File: config.mk
export PLATFORM = sky130hd
export DESIGN_NAME = la_tx_buffer_flat
export DESIGN_NICKNAME = d
export VERILOG_FILES = /design/src/rtl/la_tx_buffer_if.sv /design/src/rtl/la_tx_buffer.sv /design/src/flat_wrapper.sv
export SDC_FILE = /design/constraint.sdc
export NUM_CORES = 1
export LEC_CHECK = 0
export ABC_AREA = 1
export CAP_MARGIN = 0
export CORE_MARGIN = 2
export CORE_UTILIZATION = 30
export CTS_CLUSTER_SIZE = 24
export DETAILED_ROUTE_END_ITERATION = 7
export SYNTH_ARGS = -nofsm -noshare
export SYNTH_HDL_FRONTEND = slang
export SYNTH_SLANG_ARGS = --single-unit
export TNS_END_PERCENT = 30
File: constraint.sdc
create_clock -name clk -period 3.4 [get_ports clk]
set_clock_uncertainty 0.05 [all_clocks]
set_input_delay 0.68 -clock clk [delete_from_list [all_inputs] [get_ports clk]]
set_output_delay 0.68 -clock clk [all_outputs]
set_load 0.05 [all_outputs]
File: src/rtl/la_tx_buffer_if.sv
// -----------------------------------------------------------------------------
// la_tx_buffer_if
// Purpose : Groups the packet-in strobe and the host-side valid/ready bus of
//           la_tx_buffer into one bundle.
// Signals : packet_in        payload from the logic-analyzer top
//           packet_in_valid  single-cycle strobe qualifying packet_in
//           packet_out       {PERIPH_ADDR, FIFO head} towards the arbiter
//           out_valid        packet_out holds a valid packet
//           out_ready        arbiter accepts when out_valid && out_ready
// Modports: slave  - the buffer itself (consumes payload, drives packet_out)
//           master - the environment (drives payload and out_ready)
// -----------------------------------------------------------------------------
interface la_tx_buffer_if #(
  parameter int WIDTH      = 32,
  parameter int ADDR_WIDTH = 3
);
  logic [WIDTH-ADDR_WIDTH-1:0] packet_in;
  logic                        packet_in_valid;
  logic [WIDTH-1:0]            packet_out;
  logic                        out_valid;
  logic                        out_ready;

  modport slave (
    input  packet_in,
    input  packet_in_valid,
    input  out_ready,
    output packet_out,
    output out_valid
  );

  modport master (
    output packet_in,
    output packet_in_valid,
    output out_ready,
    input  packet_out,
    input  out_valid
  );
endinterface

File: src/rtl/la_tx_buffer.sv
// -----------------------------------------------------------------------------
// la_tx_buffer
// Purpose : First-word-fall-through buffer between the logic-analyzer payload
//           source and the shared host-TX arbiter. Each stored payload is
//           presented as {PERIPH_ADDR, payload}. Packets arriving while the
//           FIFO is full (and nothing is popped) are discarded and counted in
//           a saturating drop counter.
// Ports   : clk          system clock
//           rst          synchronous, active-high reset
//           bus          la_tx_buffer_if.slave (packet_in, packet_in_valid,
//                        packet_out, out_valid, out_ready)
//           fifo_level   registered occupancy, 0..DEPTH
//           drop_count   saturating count of discarded packets
//           clear_drops  synchronous clear of drop_count
// Options : `define LA_TX_OVF_PKT_EN to enqueue an internal status packet
//           {1, 2'b10, 2'b00, 8'hEE, drop_count[15:0]} after any drop, as soon
//           as there is room and no incoming data competes for the slot.
// -----------------------------------------------------------------------------
module la_tx_buffer #(
  parameter int                  WIDTH       = 32,
  parameter int                  ADDR_WIDTH  = 3,
  parameter logic [ADDR_WIDTH-1:0] PERIPH_ADDR = 3'd0,
  parameter int                  DEPTH       = 8,
  parameter int                  DROP_W      = 16
) (
  input  logic                       clk,
  input  logic                       rst,
  la_tx_buffer_if.slave              bus,
  output logic [$clog2(DEPTH):0]     fifo_level,
  output logic [DROP_W-1:0]          drop_count,
  input  logic                       clear_drops
);

  localparam int PW = WIDTH - ADDR_WIDTH;  // payload width
  localparam int AW = $clog2(DEPTH);       // pointer width
  localparam int LW = AW + 1;              // level width (holds DEPTH)

  // Elaboration-time sanity check on the FIFO geometry.
  generate
    if ((DEPTH < 2) || (DEPTH > 64) || ((1 << AW) != DEPTH)) begin : g_bad_depth
      $error("la_tx_buffer: DEPTH must be a power of two in 2..64");
    end
  endgenerate

  // ---------------------------------------------------------------------------
  // State
  // ---------------------------------------------------------------------------
  logic [PW-1:0]     r_mem [DEPTH];
  logic [AW-1:0]     r_wr_ptr;
  logic [AW-1:0]     r_rd_ptr;
  logic [LW-1:0]     r_level;
  logic              r_out_valid;
  logic [WIDTH-1:0]  r_pkt_out;
  logic [DROP_W-1:0] r_drop;

  // ---------------------------------------------------------------------------
  // Next-state wires
  // ---------------------------------------------------------------------------
  logic              w_full;
  logic              w_pop;
  logic              w_in_accept;
  logic              w_drop;
  logic              w_ins;
  logic              w_push;
  logic [PW-1:0]     w_push_data;
  logic [AW-1:0]     w_wr_next;
  logic [AW-1:0]     w_rd_next;
  logic [LW-1:0]     w_level_next;
  logic [DROP_W-1:0] w_drop_next;
  logic [PW-1:0]     w_head_next;
  logic [WIDTH-1:0]  w_pkt_next;

  assign w_full = (r_level == LW'(DEPTH));

  // out_valid is a register, so out_ready only reaches the push/pop decision,
  // never out_valid itself within the same cycle.
  assign w_pop = r_out_valid & bus.out_ready;

  // A push while full is still accepted when the same cycle pops the head.
  assign w_in_accept = bus.packet_in_valid & (~w_full | w_pop);
  assign w_drop      = bus.packet_in_valid & w_full & ~w_pop;

`ifdef LA_TX_OVF_PKT_EN
  logic          r_pending;
  logic [15:0]   w_drop16;
  logic [PW-1:0] w_status;

  assign w_drop16 = 16'(w_drop_next);

  // Status payload reports the drop count as it stands after this edge.
  assign w_status = {1'b1, 2'b10, 2'b00, 8'hEE, w_drop16};

  // Insertion only uses a genuinely free slot and yields to incoming data.
  assign w_ins = r_pending & ~w_full & ~bus.packet_in_valid;

  // Status-pending flag: set by any drop, cleared once the status is queued.
  always_ff @(posedge clk) begin
    if (rst) begin
      r_pending <= 1'b0;
    end else if (w_drop) begin
      r_pending <= 1'b1;
    end else if (w_ins) begin
      r_pending <= 1'b0;
    end else begin
      r_pending <= r_pending;
    end
  end
`else
  assign w_ins = 1'b0;
`endif

  assign w_push = w_in_accept | w_ins;

  // Select what is written into the FIFO this cycle.
  always_comb begin
    w_push_data = bus.packet_in;
`ifdef LA_TX_OVF_PKT_EN
    if (w_ins) begin
      w_push_data = w_status;
    end else begin
      w_push_data = bus.packet_in;
    end
`endif
  end

  // Pointer and occupancy update; pointers wrap naturally at DEPTH.
  always_comb begin
    w_wr_next    = r_wr_ptr;
    w_rd_next    = r_rd_ptr;
    w_level_next = r_level;
    if (w_push) begin
      w_wr_next = r_wr_ptr + AW'(1);
    end else begin
      w_wr_next = r_wr_ptr;
    end
    if (w_pop) begin
      w_rd_next = r_rd_ptr + AW'(1);
    end else begin
      w_rd_next = r_rd_ptr;
    end
    if (w_push && !w_pop) begin
      w_level_next = r_level + LW'(1);
    end else if (w_pop && !w_push) begin
      w_level_next = r_level - LW'(1);
    end else begin
      w_level_next = r_level;
    end
  end

  // Saturating drop counter; a clear that coincides with a drop leaves 1.
  always_comb begin
    w_drop_next = r_drop;
    if (clear_drops) begin
      if (w_drop) begin
        w_drop_next = DROP_W'(1);
      end else begin
        w_drop_next = {DROP_W{1'b0}};
      end
    end else if (w_drop && !(&r_drop)) begin
      w_drop_next = r_drop + DROP_W'(1);
    end else begin
      w_drop_next = r_drop;
    end
  end

  // Next head of the FIFO. The slot at the new read pointer is being written
  // this cycle only when the FIFO is (or becomes) empty, so forward the
  // incoming word in that case to get the one-cycle fall-through.
  always_comb begin
    w_head_next = r_mem[w_rd_next];
    if (w_push && (w_rd_next == r_wr_ptr)) begin
      w_head_next = w_push_data;
    end else begin
      w_head_next = r_mem[w_rd_next];
    end
    if (w_level_next != LW'(0)) begin
      w_pkt_next = {PERIPH_ADDR, w_head_next};
    end else begin
      w_pkt_next = {WIDTH{1'b0}};
    end
  end

  // Storage array; contents need no reset because the pointers gate them.
  always_ff @(posedge clk) begin
    if (w_push) begin
      r_mem[r_wr_ptr] <= w_push_data;
    end
  end

  // Pointers, level, registered outputs and drop counter.
  always_ff @(posedge clk) begin
    if (rst) begin
      r_wr_ptr    <= {AW{1'b0}};
      r_rd_ptr    <= {AW{1'b0}};
      r_level     <= {LW{1'b0}};
      r_out_valid <= 1'b0;
      r_pkt_out   <= {WIDTH{1'b0}};
      r_drop      <= {DROP_W{1'b0}};
    end else begin
      r_wr_ptr    <= w_wr_next;
      r_rd_ptr    <= w_rd_next;
      r_level     <= w_level_next;
      r_out_valid <= (w_level_next != LW'(0));
      r_pkt_out   <= w_pkt_next;
      r_drop      <= w_drop_next;
    end
  end

  assign bus.packet_out = r_pkt_out;
  assign bus.out_valid  = r_out_valid;
  assign fifo_level     = r_level;
  assign drop_count     = r_drop;

endmodule
File: src/flat_wrapper.sv
// flat-port wrapper written by rule: the top's interface ports become plain ports
module la_tx_buffer_flat 
#(
  parameter int                  WIDTH       = 32,
  parameter int                  ADDR_WIDTH  = 3,
  parameter logic [ADDR_WIDTH-1:0] PERIPH_ADDR = 3'd0,
  parameter int                  DEPTH       = 8,
  parameter int                  DROP_W      = 16
)
  (clk, rst, fifo_level, drop_count, clear_drops, bus_packet_in, bus_packet_in_valid, bus_out_ready, bus_packet_out, bus_out_valid);
  la_tx_buffer_if #(.WIDTH(WIDTH), .ADDR_WIDTH(ADDR_WIDTH)) bus_i ();
  input  logic clk;
  input  logic rst;
  output logic [$clog2(DEPTH):0] fifo_level;
  output logic [DROP_W-1:0] drop_count;
  input  logic clear_drops;
  input wire logic [$bits(bus_i.packet_in)-1:0] bus_packet_in;
  input wire logic [$bits(bus_i.packet_in_valid)-1:0] bus_packet_in_valid;
  input wire logic [$bits(bus_i.out_ready)-1:0] bus_out_ready;
  output wire logic [$bits(bus_i.packet_out)-1:0] bus_packet_out;
  output wire logic [$bits(bus_i.out_valid)-1:0] bus_out_valid;
  assign bus_i.packet_in = bus_packet_in;
  assign bus_i.packet_in_valid = bus_packet_in_valid;
  assign bus_i.out_ready = bus_out_ready;
  assign bus_packet_out = bus_i.packet_out;
  assign bus_out_valid = bus_i.out_valid;
  la_tx_buffer #(.WIDTH(WIDTH), .ADDR_WIDTH(ADDR_WIDTH), .PERIPH_ADDR(PERIPH_ADDR), .DEPTH(DEPTH), .DROP_W(DROP_W)) u_core (.clk(clk), .rst(rst), .bus(bus_i), .fifo_level(fifo_level), .drop_count(drop_count), .clear_drops(clear_drops));
endmodule
==> results of run 1 <==
cells in the final DEF (no fill, tap or decap), types with 4 or more instances in the layout:
master           synthesis  routed
dfxtp_1                 56      56
edfxtp_1               232     232
clkdlybuf4s50_1          0      83
buf_12                   0       9
ha_1                     6       6
nor3_1                   5       5
nand3_1                281     280
clkinv_2                 0       4
nand2_1                345     344
nand3b_1                27      27
nand4_1                  8       8
a21oi_1                 12      12
buf_4                    6      30
clkbuf_16                0      35
clkbuf_1                31       9
o21ai_0                  8       8
nor2_4                   1       9
inv_1                  149     149
nor2_1                  60      51
cell usage after synthesis (all sizes together):
cell type	instances
dfxtp	56
nand2	348
nand3b	27
nor2	63
conb	1
inv	149
edfxtp	232
nor3	5
xor2	3
nand3	282
a21oi	13
ha	6
and2	1
o21ai	9
clkbuf	31
buf	39
nand4	8
metrics by stage:
step	total power, W	worst slack (ns)	instance area, sq um
final	0.01129	0.8500	15260
after CTS	0.01139	0.8283	15260
after detailed placement	0.007735	0.3744	14120
after global placement	0.007717	0.3942	14120
after floorplan	0.006561	-0.005082	12470
after global routing	0.01186	0.7017	15260
power breakdown:
group	total (W)	internal (W)	switching [W]
Clock	0.00364	0.00220	0.00144
Sequential	0.00420	0.00408	0.000117
Combinational	0.00344	0.00105	0.00239
logic make-up after synthesis:
| group | Yosys count |
|---|---|
| other | 1 |
| XOR/XNOR | 3 |
| buffers and inverters | 219 |
| AND/OR/NAND/NOR | 734 |
| flip-flops | 288 |
| adder cells (fa/ha/maj) | 6 |
| AO/OA/AOI/OAI | 22 |
final timing paths:
kind                         start              endpoint  slack [ns]
max          u_core.drop_count[11]        drop_count[11]        0.85
min           u_core.drop_count[2]  u_core.drop_count[2]        0.47
max reg2reg   u_core.fifo_level[0]    u_core.r_mem[7][5]        0.97
min reg2reg   u_core.drop_count[2]  u_core.drop_count[2]        0.47
flip-flops by register name, summed over array words and instances, names as in the netlist:
| name | flops |
|---|---|
| u_core.fifo_level | 4 |
| u_core.r_rd_ptr | 3 |
| u_core.bus.packet_out | 29 |
| u_core.drop_count | 16 |
| u_core.r_wr_ptr | 3 |
| u_core.r_mem | 232 |
| u_core.bus.out_valid | 1 |
cell type report:
cell class	instances	area (sq um)	area share [%]
Clock buffer	47	950.9	6.233
Timing Repair Buffer	122	1236	8.102
Clock inverter	15	181.4	1.189
Sequential cell	288	8088	53.01
Multi-Input combinational cell	768	3576	23.44
Tap cell	532	665.6	4.363
Inverter	149	559.3	3.666
metal layers:
metal | part of all wire, % | up-vias
met5 | 0.035 | -
met4 | 2.1 | 2
met3 | 5.5 | 51
met2 | 46 | 262
met1 | 47 | 4246
li1 | - | 4414
==> results.sh, run 1 <==
export IMPL_cp_top_family="buffers and inverters"
export IMPL_grt_max_degree=78
export IMPL_htree_levels=2
export IMPL_area_growth_pct=22.47
export IMPL_diodes=0
export IMPL_fillers=3993
export IMPL_crit_fanout=6
export IMPL_grt_pass1_vias=8654
export IMPL_cts_buffers_inserted=34
export IMPL_postSynthCellCount=1273
export IMPL_setup_viol=0
export IMPL_setup_tns_ns=0
export IMPL_clock_sinks=288
export IMPL_wl_um=31510
export IMPL_slew_violations=0
export IMPL_min_path_type="flop to flop"
export IMPL_synth_xor_area_share_pct=0.2109
export IMPL_crit_buf_inv=1
export IMPL_pwr_density_cell_mw_per_mm2=739.7
export IMPL_synthMuxAreaShare_pct=0
export IMPL_slew_headroom_pct=56.47
export IMPL_first_pass_iters=5
export IMPL_final_util_pct=37.28
export IMPL_path_depth=1
export IMPL_crit_arrival_ns=1.82
export IMPL_gp_congestion=0.8411
export IMPL_ys_top_cells_by_area="edfxtp_1 56%, nand3_1 11%, nand2_1 10%, dfxtp_1 9.0%, inv_1 4.5%"
export IMPL_use_met1_pct=20.03
export IMPL_rows=74
export IMPL_syn_mean_instance_area_sq_um=9.786
export IMPL_drc=0
export IMPL_clk_pin_slew_ns=0.06
export IMPL_die_h_um=207.8
export IMPL_insertion_delay_ns=0.51
export IMPL_rsz0062_at_grt="false"
export IMPL_synth_top_family_by_area="simple AND/OR/NAND/NOR gates"
export IMPL_slowest_stage="clkdlybuf4s50_1"
export IMPL_p_leak_nw=6.114
export IMPL_wl_per_cell_um=16.40
export IMPL_grtUsageMet2_pct=22.91
export IMPL_final_hold_violation_count=0
export IMPL_ys_warn_count=0
export IMPL_required_ns=2.67
export IMPL_gr_max_usage_layer="met2"
export IMPL_hpwl_um=18440
export IMPL_status="complete, no violations"
export IMPL_final_cells=1921
export IMPL_first_iter_violations=730
export IMPL_antenna_found_initial=1
export IMPL_die_area_sq_mm=0.04317
export IMPL_fmax_mhz=392.2
export IMPL_worstSetupEndpointType="primary output"
export IMPL_netlist_area_leader_share_pct=55.92
export IMPL_die_x_um=207.8
export IMPL_hold_depth=2
export IMPL_ios=87
export IMPL_grtUsageTotal_pct=14.35
export IMPL_ys_seq_area_share_pct=64.92
export IMPL_synth_fa_ha_area_share_pct=0.6026
export IMPL_cp_start_kind="flop"
export IMPL_vdd_ir_drop_max_uv=455.0
export IMPL_grt_pass1_wl_um=49290
export IMPL_core_area_sq_mm=0.04092
export IMPL_synth_seq_cells=288
export IMPL_ant_nets=0
export IMPL_port_buffer_count=83
export IMPL_synth_area_sq_mm=0.01246
export IMPL_grtUsageMet3_pct=2.466
export IMPL_synth_compound_area_share_pct=0.9441
export IMPL_cts_buffer_depth=3
export IMPL_overflow=0
export IMPL_final_layout_size_suffix_gt1_share_pct=7.919
export IMPL_timing_hold_ws_ns=0.4722
export IMPL_period_minus_slack_ns=2.550
export IMPL_worst_slew_pin_slew_ns=0.6505
export IMPL_clock_root_buffer="clkbuf_16"
export IMPL_crit_type="flop to primary output"
export IMPL_nets=1403
export IMPL_synth_cell_type_count=26
export IMPL_cts_tree="done"
export IMPL_synth_simple_area_share_pct=26.19
export IMPL_cts_setup_buffers=0
export IMPL_hold_buffers=0
export IMPL_maxCapViolCount=0
export IMPL_start_util_pct=30.44
export IMPL_via_per_inst=4.672
export IMPL_slowest_delay_ns=0.86
export IMPL_ctsResizeCount=0
export IMPL_vias=8975
export IMPL_crit_chain="clkdlybuf4s50_1"
export IMPL_final_period_utilization_pct=75.00
export IMPL_worst_r2r_cell_count=10
export IMPL_dp_cells=1859
export IMPL_synth_top_area_cell="edfxtp_1"
Note: power is estimated with default switching activity, not from simulation.
==> run 2: changes to the inputs <==
- clock period: 3.4 -> 2.15 ns (I/O delays scaled with it)
==> results.sh, run 2 (synthesis results as in run 1) <==
export IMPL_via_per_inst=4.701
export IMPL_cts_buffer_depth=3
export IMPL_min_path_type="flop to flop"
export IMPL_rrSetupSlack_ns=0.15
export IMPL_die_x_um=207.8
export IMPL_setup_viol=0
export IMPL_vias=9246
export IMPL_cp_top_family="buffers and inverters"
export IMPL_pwr_density_cell_mw_per_mm2=1141
export IMPL_start_util_pct=30.44
export IMPL_wl_per_cell_um=16.53
export IMPL_overflow=0
export IMPL_grt_max_degree=33
export IMPL_cp_start_kind="flop"
export IMPL_pre_cts_slack_ns=-0.3250
export IMPL_die_area_sq_mm=0.04317
export IMPL_hold_depth=2
export IMPL_fmax_mhz=479.2
export IMPL_core_area_sq_mm=0.04092
export IMPL_cts_tree="done"
export IMPL_final_util_pct=38.79
export IMPL_crit_chain="clkdlybuf4s50_1"
export IMPL_clock_sinks=288
export IMPL_status="complete, no violations"
export IMPL_crit_type="flop to primary output"
export IMPL_cts_buffers_inserted=34
export IMPL_fillers=4041
export IMPL_slew_headroom_pct=54.67
export IMPL_diodes=0
export IMPL_slowest_delay_ns=0.80
export IMPL_worst_r2r_cell_count=10
export IMPL_worst_slew_pin_slew_ns=0.6774
export IMPL_drc=0
export IMPL_grt_pass1_wl_um=51480
export IMPL_clock_root_buffer="clkbuf_16"
export IMPL_setup_tns_ns=0
export IMPL_clk_pin_slew_ns=0.05
export IMPL_ant_nets=0
export IMPL_seq_area_sq_mm=0.008100
export IMPL_die_h_um=207.8
export IMPL_combinationalPowerShare_pct=33.7
export IMPL_hpwl_um=20920
export IMPL_required_ns=1.67
export IMPL_maxCapViolCount=0
export IMPL_slew_violations=0
export IMPL_vdd_ir_drop_max_uv=583.0
export IMPL_port_buffer_count=83
export IMPL_ios=87
export IMPL_final_period_utilization_pct=97.06
export IMPL_top_register="u_core.r_mem"
export IMPL_final_cell_mix="343 x nand2_1, 280 x nand3_1, 232 x edfxtp_1"
export IMPL_p_total_w=0.01811
export IMPL_first_iter_violations=703
export IMPL_crit_arrival_ns=1.61
export IMPL_final_common_cell="nand2_1"
export IMPL_largest_reg_flops=232
export IMPL_ctsResizeCount=31
export IMPL_htree_levels=2
export IMPL_r2r_start="u_core.fifo_level[1]"
export IMPL_insertion_delay_ns=0.50
export IMPL_min_to="u_core.drop_count[2]"
export IMPL_cts_setup_buffers=0
export IMPL_final_layout_size_suffix_gt1_share_pct=11.64
export IMPL_setup_slack_ns=0.06321
export IMPL_nets=1451
export IMPL_min_from="u_core.drop_count[2]"
export IMPL_worstSetupEndpointType="primary output"
export IMPL_multiInputGateArea_sq_mm=0.003613
export IMPL_final_cells=1967
export IMPL_p_seq_share_pct=36.9
export IMPL_first_pass_iters=5
export IMPL_period_minus_slack_ns=2.087
export IMPL_crit_fanout=1
export IMPL_intPower_w=0.01179
export IMPL_antenna_found_initial=0
export IMPL_path_depth=1
export IMPL_rows=74
export IMPL_swShare_pct=34.88
export IMPL_wl_um=32510
export IMPL_rsz0062_at_grt="false"
export IMPL_grt_pass1_vias=9026
export IMPL_hold_buffers=0
export IMPL_p_leak_nw=6.660
export IMPL_p_sw_w=0.006317
export IMPL_r2r_end="u_core.r_mem[1][5]"
export IMPL_grtUsageTotal_pct=15.04
export IMPL_area_growth_pct=27.44
export IMPL_crit_buf_inv=1
export IMPL_gp_congestion=0.8306
export IMPL_dp_cells=1907
export IMPL_final_hold_violation_count=0
export IMPL_slowest_stage="clkdlybuf4s50_1"
export IMPL_p_clk_share_pct=29.5
## run 2: cell count changes in the layout (fill, tap and decap cells not counted), moves of 3 or more
cell / before / now
clkdlybuf4s50_1: 83 / 41
dfxtp_1: 56 / 52
dfxtp_4: 0 / 3
clkinv_1: 2 / 8
inv_1: 149 / 145
dlygate4sd2_1: 0 / 31
buf_12: 9 / 35
dlymetal6s2s_1: 0 / 8
buf_4: 30 / 55
## run 2: how the worst max path moves through the flow
| stage | startpoint | endpoint | slack, ns |
|---|---|---|---|
| after global routing | u_core.fifo_level[1] | u_core.r_mem[1][5] | 0.02 |
| after detailed placement | bus_out_ready | u_core.r_mem[1][18] | -0.32 |
| after global placement | bus_out_ready | u_core.bus.packet_out[18] | -0.31 |
| final | u_core.bus.packet_out[1] | bus_packet_out[1] | 0.06 |
| after CTS | u_core.drop_count[11] | drop_count[11] | 0.002 |
| after floorplan | u_core.fifo_level[0] | u_core.r_mem[1][0] | -0.03 |
## run 2: cell type report
| class | instances | share of cell area (%) |
|---|---|---|
| sequential | 288 | 51.02 |
| multi-input combinational | 768 | 22.76 |
| timing repair buffer | 170 | 11.94 |
| clock buffer | 44 | 5.855 |
| tap | 532 | 4.193 |
| inverter | 149 | 3.554 |
| clock inverter | 16 | 0.6778 |
## run 2: power by group through the flow
stage / combinational, W / sequential (W) / clock (W)
6_report: 0.00610 / 0.00668 / 0.00533
5_1_grt: 0.00669 / 0.00672 / 0.00566
4_1_cts: 0.00614 / 0.00669 / 0.00545
3_5_place_dp: 0.00619 / 0.00680 / 0
3_3_place_gp: 0.00615 / 0.00681 / 0
2_1_floorplan: 0.00276 / 0.00766 / 0
## run 2: metrics by stage
stage          area [sq um]  hold slack (ns)
6_report              15880           0.4753
5_1_grt               15880           0.5183
4_1_cts               15860           0.4685
3_5_place_dp          14860           0.4622
3_3_place_gp          14860           0.4460
2_1_floorplan         12580           0.4393
## run 2: metal layers
metal	track usage, %	vias to the layer above	routed length (um)
met3	2.148	56	1776
met2	24.10	259	14880
met1	21.12	4416	15110
met4	4.500	0	748
li1	-	4515	-
met5	0	-	0
